## config.mk

```make
export PLATFORM = sky130hd
export DESIGN_NAME = lifegame_window
export DESIGN_NICKNAME = d
export VERILOG_FILES = /design/src/rtl/lifegame_window.sv
export SDC_FILE = /design/constraint.sdc
export NUM_CORES = 1
export LEC_CHECK = 0
export CAP_MARGIN = 30
export CELL_PAD_IN_SITES_DETAIL_PLACEMENT = 1
export CELL_PAD_IN_SITES_GLOBAL_PLACEMENT = 1
export CORE_MARGIN = 10
export CORE_UTILIZATION = 49
export DETAILED_ROUTE_END_ITERATION = 8
export PLACE_DENSITY = 0.86
export SLEW_MARGIN = 20
export SYNTH_ARGS = -nofsm -noshare
export SYNTH_HDL_FRONTEND = slang
export SYNTH_SLANG_ARGS = --single-unit
```

## constraint.sdc

```tcl
create_clock -name clk -period 6.2 [get_ports clk]
set_input_delay 1.24 -clock clk [delete_from_list [all_inputs] [get_ports clk]]
set_output_delay 1.24 -clock clk [all_outputs]
set_load 0.03 [all_outputs]
```

## src/rtl/lifegame_window.sv

```systemverilog
// Streaming 3x3 neighbourhood generator: raster cells in, one 9-bit window per cell out.
// Optional frame counter port enabled by defining LIFEGAME_WINDOW_PERF_EN.
module lifegame_window #(
  parameter int WIDTH  = 32,
  parameter int HEIGHT = 32
) (
  input  logic                      clk,
  input  logic                      rst_n,
  input  logic                      in_valid,
  output logic                      in_ready,
  input  logic                      in_cell,
  output logic                      out_valid,
  input  logic                      out_ready,
  output logic [8:0]                neighbors,
  output logic [$clog2(WIDTH)-1:0]  out_x,
  output logic [$clog2(HEIGHT)-1:0] out_y,
  output logic                      out_last
`ifdef LIFEGAME_WINDOW_PERF_EN
  , output logic [15:0]             frame_count
`endif
);

  localparam int XW = $clog2(WIDTH);
  localparam int YW = $clog2(HEIGHT);
  localparam int PW = $clog2(WIDTH + 2);

  typedef enum logic [1:0] {FILL, RUN, FLUSH} state_t;

  state_t            state, state_nx;
  logic [XW-1:0]     in_x;
  logic [YW-1:0]     in_y;
  logic [PW-1:0]     fcnt;
  logic [WIDTH-1:0]  top, mid, cur, cur_in, bot_sel;

  logic              adv, in_fire, out_fire, load, row_end, last_row;
  logic [PW-1:0]     cx;
  logic [XW-1:0]     wx;
  logic [YW-1:0]     wy;
  logic [8:0]        win;

  // Columns cx-1, cx, cx+1 of a row, left first; out-of-grid columns read 0.
  function automatic logic [2:0] pick(input logic [WIDTH-1:0] row, input logic [PW-1:0] c);
    logic [WIDTH+1:0] p;
    p = {1'b0, row, 1'b0};
    return {p[c], p[c + PW'(1)], p[c + PW'(2)]};
  endfunction

  assign adv      = !out_valid || out_ready;
  assign in_fire  = in_valid && in_ready;
  assign out_fire = out_valid && out_ready;
  assign row_end  = in_x == XW'(WIDTH - 1);
  assign last_row = in_y == YW'(HEIGHT - 1);
  assign win      = {pick(top, cx), pick(mid, cx), pick(bot_sel, cx)};

  always_comb begin
    cur_in       = cur;
    cur_in[in_x] = in_cell;
  end

  always_ff @(posedge clk or negedge rst_n) begin
    if (!rst_n) state <= FILL;
    else        state <= state_nx;
  end

  always_comb begin
    state_nx = state;
    in_ready = 1'b0;
    load     = 1'b0;
    cx       = '0;
    wx       = '0;
    wy       = '0;
    bot_sel  = cur;
    case (state)
      FILL: begin
        in_ready = 1'b1;
        if (in_fire && in_x == '0 && in_y == YW'(1)) state_nx = RUN;
      end
      RUN: begin
        in_ready = adv;
        if (in_fire) begin
          load = 1'b1;
          if (in_x == '0) begin
            // Row wrap: finish the right-edge window of the row two above.
            cx = PW'(WIDTH - 1);
            wx = XW'(WIDTH - 1);
            wy = in_y - YW'(2);
          end else begin
            cx      = PW'(in_x) - PW'(1);
            wx      = in_x - XW'(1);
            wy      = in_y - YW'(1);
            bot_sel = cur_in;
          end
          if (row_end && last_row) state_nx = FLUSH;
        end
      end
      FLUSH: begin
        if (adv && fcnt <= PW'(WIDTH)) begin
          load = 1'b1;
          if (fcnt == '0) begin
            cx = PW'(WIDTH - 1);
            wx = XW'(WIDTH - 1);
            wy = YW'(HEIGHT - 2);
          end else begin
            // Buffers have been shifted up, cur holds the zero row below the grid.
            cx = fcnt - PW'(1);
            wx = XW'(fcnt - PW'(1));
            wy = YW'(HEIGHT - 1);
          end
        end
        if (out_fire && out_last) state_nx = FILL;
      end
      default: state_nx = FILL;
    endcase
  end

  // Input position and line buffers.
  always_ff @(posedge clk or negedge rst_n) begin
    if (!rst_n) begin
      in_x <= '0;
      in_y <= '0;
      top  <= '0;
      mid  <= '0;
      cur  <= '0;
    end else if (in_fire) begin
      cur[in_x] <= in_cell;
      if (in_x == '0) begin
        top <= (in_y == YW'(1)) ? '0 : mid;
        mid <= cur;
      end
      if (row_end) begin
        in_x <= '0;
        in_y <= last_row ? '0 : in_y + YW'(1);
      end else begin
        in_x <= in_x + XW'(1);
      end
    end else if (state == FLUSH && load && fcnt == '0) begin
      top <= mid;
      mid <= cur;
      cur <= '0;
    end
  end

  always_ff @(posedge clk or negedge rst_n) begin
    if (!rst_n)                           fcnt <= '0;
    else if (state == FLUSH && state_nx == FILL) fcnt <= '0;
    else if (state == FLUSH && load)      fcnt <= fcnt + PW'(1);
  end

  // Output register: reloaded directly on a new window, no bubble under back-to-back transfers.
  always_ff @(posedge clk or negedge rst_n) begin
    if (!rst_n) begin
      out_valid <= 1'b0;
      neighbors <= '0;
      out_x     <= '0;
      out_y     <= '0;
      out_last  <= 1'b0;
    end else if (load) begin
      out_valid <= 1'b1;
      neighbors <= win;
      out_x     <= wx;
      out_y     <= wy;
      out_last  <= (wx == XW'(WIDTH - 1)) && (wy == YW'(HEIGHT - 1));
    end else if (out_ready) begin
      out_valid <= 1'b0;
    end
  end

`ifdef LIFEGAME_WINDOW_PERF_EN
  always_ff @(posedge clk or negedge rst_n) begin
    if (!rst_n)                    frame_count <= '0;
    else if (out_fire && out_last) frame_count <= frame_count + 16'd1;
  end
`endif

endmodule

```

==> impl_results.md, run 1 <==
- Filler Cell Count: 2253
- Resize count post-CTS: 0
- Post-CTS Setup Repair Bufs: 0
- Sequential power share: around 32%
- Finished Cell Area: approximately 11000 um^2
- Die area: between 20000 and 30000 um^2
- Setup Viol. Count Final: 0
- Clock power frac: roughly 26%
- Leading area contributor after synthesis: dfrtp_1
- Die Ht: between 150 and 200 um
- Core area: ~20000 um^2
- Switching pwr: roughly 1.8 mW
- Fmax: between 150 and 200 MHz
- Clock sinks: between 100 and 150
- Clk_skew: ~0.016 ns
- Layout cells sized above 1: approximately 12%
- Total power: 3.93 mW
- Max cap viols: 0
- CTS tree: yes
- Ant diodes: 0
- Slew @ Worst Pin: slightly below 0.9 ns
- Hold-fix buffers, CTS: 0
- Via count: about 9100
- Clock H-tree levels: 4
- Status: finished, final reports clean
- Synth unique cells: 85
- Die W: ~160 um
- Initial Util: approximately half
- Clock latency on the worst-skew pair: around 0.45 ns
- Post-route DRC: 0
- Main synth FF type: dfrtp_1
- Clk pin slew, worst setup/hold paths: about 0.070 ns
- Initial antenna violation count: 0
- Post-route minimum period: 5.18 ns
- Dominant cells by area after synthesis: dfrtp_1, mux2i_1, nand2_1, mux4_2, o21ai_1
- Total grt overflow: 0
- Vias per cell: ~6.7
- Hold Fails Final Rpt: 0
- WHS: approximately 0.49 ns
- Max clock buf depth: 2
- Ys Warns: 0
- 1st-iter DRT viols: 1047
- Synth Register Bits: around 140
- GPL Wtd Cong: 0.949
- Syn Area/Cell: between 8 and 9 um^2
- 1st-pass router iterations: 5
- Top Ports: 27
- Setup total negative slack: 0 ns
- Most common cell in the netlist: nand2_1
- Sw frac: between 40% and 50%
- Non-Filler Instances: 1363
- Combinational share of power: between 40 and 50%
- HPWL after DPL: roughly 24000 um
- EDFF count, synth: 0
- DR WL/cell: around 26 um
- CP Class: reg -> reg
- RSZ-0062 raised after global routing: no
- Vias in the first global route: about 9300
- Dpl cell area: 10200 um^2
- Inst Count DP: about 1300
- First-pass GRT wire length: around 55000 um
- Startpoint Class: flop
- Total wire length: 34900 um
- Critical path required time: 6.53 ns
- Number of port buffers: 26
- Largest net degree at the start of global routing: 75
- Slew HR: about two fifths
- CP Capture Type: flop
- Site Rows: between 50 and 60
- Synth Cell Area: a little under 10000 um^2
- Share of synthesized registers carrying an async set or reset: 100%
- Max VDD drop: between 150 and 200 uV
- CTS Buf Count: 17
- Area share of the largest cell type after synthesis: between 30% and 40%
- Max Fanout on Critical Path: between 40 and 50
- Area Overhead vs Synth: 9.91%
- Commonest cells post-synth: nand2_1, dfrtp_1, mux2i_1
- Internal: roughly 2.2 mW
- Root Driver: clkbuf_16
- Static leakage: approximately 4.2 nW
- Pins Over Slew Limit: 0
- Synthesized Nets: 1126
- P per Cell Area: approximately 370 nW/um^2
- Tcrit/Tclk final: between 80% and 90%
- Worst min-delay path class: reg -> reg
- Fin nets: roughly 1100
- Crit path DAT: 5.52 ns
- Cell count after synthesis: about 1100
- GRT Total Usage: a little over a quarter
- Final ANT Viol Nets: 0
- Sequential area share after synthesis: about 35%
## per-stage QoR
step / util, % / worst slack (ns)
2_1_floorplan: - / 1.58
3_3_place_gp: 51.9 / 1.02
3_5_place_dp: 52.0 / 0.770
4_1_cts: 54.9 / 1.06
5_1_grt: 55.0 / 0.785
6_report: 55.0 / 1.02
## registers in the layout (all words and copies together), names as in the netlist
signal	cells
cur	32
mid	32
top	32
neighbors	9
fcnt	6
in_x	5
in_y	5
out_x	5
out_y	5
state	2
out_last	1
out_valid	1
## worst paths after layout
path / from / endpoint / slack (ns) / cells after the start
setup / recovery: in_x[0]$_DFFE_PN0N_ / neighbors[6]$_DFFE_PN0N_ / 1.02 / 14
hold / removal: out_x[1]$_DFFE_PN0N_ / out_x[1]$_DFFE_PN0N_ / 0.49 / 2
setup reg to reg: in_x[0]$_DFFE_PN0N_ / neighbors[6]$_DFFE_PN0N_ / 1.02 / 14
hold reg to reg: out_x[1]$_DFFE_PN0N_ / out_x[1]$_DFFE_PN0N_ / 0.49 / 2
max in group asynchronous: rst_n / top[2]$_DFFE_PN0P_ / 4.24 / 3
min in group asynchronous: rst_n / cur[22]$_DFFE_PN0P_ / 0.80 / 1
## cell usage in the layout, fill, tap and decap left out, types with 7 or more instances in the layout
cell,Yosys,routed
dfrtp_1,135,135
o31ai_1,7,7
ha_1,22,22
a21oi_1,56,56
o211ai_1,9,9
o22ai_1,32,32
nor4_1,8,8
nand3_1,24,24
o21ai_0,31,31
nor2_1,55,55
buf_4,1,22
clkbuf_16,0,17
mux4_2,31,31
mux2i_1,87,87
mux2_2,17,17
o21ai_1,58,56
nand2_1,199,199
inv_1,44,44
a211oi_1,7,7
nand4b_1,12,12
nor3_1,28,28
a31oi_1,12,11
nand2b_1,9,9
nand4_1,11,11
clkdlybuf4s50_1,0,25
xnor2_1,8,8
and3_1,7,7
## cells by family (layout without fill, tap and decap cells)
| family | Yosys count | in the layout | synth area share, % |
|---|---|---|---|
| flops | 135 | 135 | 34.6 |
| fa+ha+maj | 22 | 22 | 2.82 |
| compound gates | 260 | 260 | 16.9 |
| xor+xnor | 14 | 14 | 1.52 |
| simple gates | 402 | 402 | 19.9 |
| mux | 136 | 136 | 18.2 |
| buf+inv | 130 | 129 | 6.12 |
## area by class of cell
cell class / instances / area, um^2 / share of cell area, %
clock buffer: 18 / 439 / 4.09
tap: 265 / 332 / 3.09
multi-input combinational: 834 / 5820 / 54.2
timing repair buffer: 50 / 462 / 4.30
clock inverter: 14 / 129 / 1.20
sequential: 135 / 3380 / 31.5
inverter: 47 / 181 / 1.69
## power groups by stage
stage	Sequential, mW	Combinational [mW]	Clock [mW]
2_1_floorplan	1.27	1.01	0
3_3_place_gp	1.25	1.52	0
3_5_place_dp	1.26	1.58	0
4_1_cts	1.25	1.62	1.01
5_1_grt	1.28	1.76	1.05
6_report	1.26	1.65	1.01
## worst max-delay path, cell delays in order (launching register included)
cell and delay, ns:
dfrtp_1 0.49, inv_1 0.17, ha_1 0.55, or4b_4 0.66, a211oi_2 0.30, o21bai_4 0.22, nand2_4 0.23, clkinv_4 0.36
buf_4 0.60, mux2i_1 0.37, nor3_1 0.09, a211oi_1 0.28, o211ai_1 0.13, or3_1 0.35, a32o_1 0.26
## metal layers
metal  GRT usage [%]  vias to the layer above  part of all wire (%)
met2            41.7                      516                    46
met4            13.9                        0                   4.8
met5               0                        -                     0
met1            34.8                     4533                    41
met3            4.83                      123                   7.5
li1                -                     3965                     -
No activity file was read; power rests on OpenSTA's default activity.
==> inputs of run 2 (changes only) <==
- CORE_UTILIZATION: 49 -> 44
- PLACE_DENSITY: 0.86 -> 0.82
- clock period: 6.2 -> 4.65 ns (I/O delays scaled with it)
==> run 2 against run 1 <==
  * Clock-buffer cell count is 1 lower
  * Combinational power is 35% higher
  * Via count is 0.36% lower
  * Design area is 2.5% higher
  * Critical path type unchanged
  * Wire length is 1.1% lower
==> impl_results.md, run 2 (synthesis results as in run 1) <==
- Post-CTS Setup Repair Bufs: 0 (unchanged)
- Post-route DRC: 0 (unchanged)
- Top Ports: 27 (unchanged)
- Hold-fix buffers, CTS: 0 (unchanged)
- Crit path DAT: 4.52 ns (-1.00 ns)
- DR WL/cell: 24.7 um (-3.6%)
- Tcrit/Tclk final: 90.3% (+6.7 points)
- Flop2flop setup slack: 0.45 ns (-0.57 ns)
- Total grt overflow: 0 (unchanged)
- CP Capture Type: flop
- Slew @ Worst Pin: 0.720 ns (-0.165 ns)
- Status: finished, final reports clean
- Clk pin slew, worst setup/hold paths: 0.07 ns (about the same)
- Initial antenna violation count: 0 (unchanged)
- Layout cells sized above 1: 14.0% (+1.6 points)
- Largest net degree at the start of global routing: 95 (+27%)
- Fmax: 238 MHz (+23%)
- Fin nets: 1132 (+1.8%)
- Startpoint Class: flop
- Ant diodes: 0 (unchanged)
- Hold Fails Final Rpt: 0 (unchanged)
- Resize count post-CTS: 0 (unchanged)
- CTS tree: yes
- Most common cell after layout, fill and taps aside: nand2_1
- Site Rows: 54 (+5.9%)
- Worst min-delay path class: in -> async
- Via count: 9104 (-0.36%)
- Root Driver: clkbuf_16
- Total wire length: 34500 um (-1.1%)
- Number of port buffers: 26 (unchanged)
- Worst r2r path cells: 12 (-2)
- Setup Viol. Count Final: 0 (unchanged)
- Slowest stage cell, crit path: mux4_2
- Slew HR: 51.6% (+11 points)
- FF-to-FF End: neighbors[4]$_DFFE_PN0N_
- First-pass GRT wire length: 54200 um (-2.0%)
- Max cap viols: 0 (unchanged)
- Final ANT Viol Nets: 0 (unchanged)
- Die W: 169 um (+4.8%)
- Cells along the critical path: inv_1, ha_1, or4b_4, a211oi_1, o21ai_2, inv_2, ha_1, mux4_2, mux2i_1, mux2i_1, a221oi_1, a21oi_1
- WHS: 0.324 ns (-0.162 ns)
- RSZ-0062 raised after global routing: no
- Vias in the first global route: 9085 (-2.6%)
- Critical path required time: 4.97 ns (-1.56 ns)
- GPL Wtd Cong: 0.944 (-0.52%)
- Clock sinks: 135 (unchanged)
- GRT Total Usage: 23.9% (-2.9 points)
- Die Ht: 169 um (+4.8%)
- Area Overhead vs Synth: 12.7%
- CP Class: reg -> reg
- P per Cell Area: 488 nW/um^2 (+33%)
- Dpl cell area: 10300 um^2 (+2.0%)
- Max clock buf depth: 2 (unchanged)
- Max Fanout on Critical Path: 13 (-70%)
- Setup total negative slack: 0 ns (unchanged)
- CTS Buf Count: 17 (unchanged)
- Max incr delay on CP: 0.60 ns (-0.06 ns)
- Static leakage: 4.30 nW (+3.5%)
- Core area: 21800 um^2 (+12%)
- Worst setup path end: neighbors[4]$_DFFE_PN0N_
- Die area: 28600 um^2 (+9.9%)
- Post-route minimum period: 4.20 ns (-0.984 ns)
- Vias per cell: 6.51 (-2.9%)
- 1st-iter DRT viols: 846 (-19%)
- Largest regs: cur (32), mid (32), top (32)
- Max VDD drop: 226 uV (+21%)
- Clk_skew: 0.0122 ns (-0.00365 ns)
- HPWL after DPL: 24000 um (+0.27%)
- FF-to-FF Start: in_x[0]$_DFFE_PN0N_
- Crit path from: in_x[0]$_DFFE_PN0N_
- Clock latency on the worst-skew pair: 0.45 ns (about the same)
- Final setup margin: 0.451 ns (-0.566 ns)
- Commonest cells after routing, fill and taps aside: nand2_1, dfrtp_1, mux2i_1
- Total power: 5.37 mW (+37%)
- Initial Util: 44.8% (-5.3 points)
- Clock H-tree levels: 4 (unchanged)
- Pins Over Slew Limit: 0 (unchanged)
- Finished Cell Area: 11000 um^2 (+2.5%)
- 1st-pass router iterations: 5 (unchanged)
- Pre-CTS setup slack: 0.232 ns (-0.539 ns)
## run 2: changes by cell type in the layout (fill, tap and decap cells not counted), sizes merged
cell / change
inv: -3
bufinv: +2
clkinv: +4
clkinvlp: -2
buf: +20
clkbuf: -1
## run 2: worst min path at each step
stage,startpoint,endpoint,depth (start not counted)
after global routing,rst_n,out_valid$_DFFE_PN0P_,1
after detailed placement,out_x[0]$_DFFE_PN0N_,out_x[0]$_DFFE_PN0N_,2
after CTS,out_x[0]$_DFFE_PN0N_,out_x[0]$_DFFE_PN0N_,2
after global placement,out_x[1]$_DFFE_PN0N_,out_x[1]$_DFFE_PN0N_,2
after floorplan,top[9]$_DFFE_PN0P_,top[9]$_DFFE_PN0P_,2
final,rst_n,out_valid$_DFFE_PN0P_,1
## run 2: worst max-delay path: cells and delay by family (launching register included)
| kind | cells | cell delay (ns) |
|---|---|---|
| compound gates | 4 | 1.07 |
| fa+ha+maj | 2 | 0.68 |
| buf+inv | 2 | 0.28 |
| flops | 1 | 0.49 |
| mux | 3 | 0.97 |
| simple gates | 1 | 0.57 |
## run 2: final cells by class
| class | count | area [um^2] |
|---|---|---|
| Sequential cell | 135 | 3380 |
| Clock buffer | 17 | 425 |
| Multi-Input combinational cell | 834 | 5820 |
| Clock inverter | 15 | 205 |
| Tap cell | 280 | 350 |
| Fill cell | 2496 | 10800 |
| Timing Repair Buffer | 70 | 649 |
| Inverter | 47 | 181 |
## run 2: metal layers
| layer | part of all wire (%) | track usage (%) |
|---|---|---|
| met1 | 43 | 31.3 |
| met2 | 47 | 37.2 |
| met3 | 8.1 | 5.88 |
| met4 | 2.8 | 9.08 |
| met5 | 0 | 0 |
## run 2: through the flow
step	util (%)	cells
after global routing	50.4	1398
after global placement	47.4	1365
final	50.4	1398
after detailed placement	47.4	1365
after floorplan	-	1099
after CTS	50.3	1397
## run 2: power breakdown
| part | total, mW | internal (mW) | switching, mW | leakage (nW) |
|---|---|---|---|---|
| logic | 2.22 | 0.775 | 1.44 | 2.15 |
| registers | 1.67 | 1.40 | 0.273 | 1.85 |
| clock network | 1.48 | 0.824 | 0.653 | 0.305 |
| total | 5.37 | 3.00 | 2.37 | 4.30 |
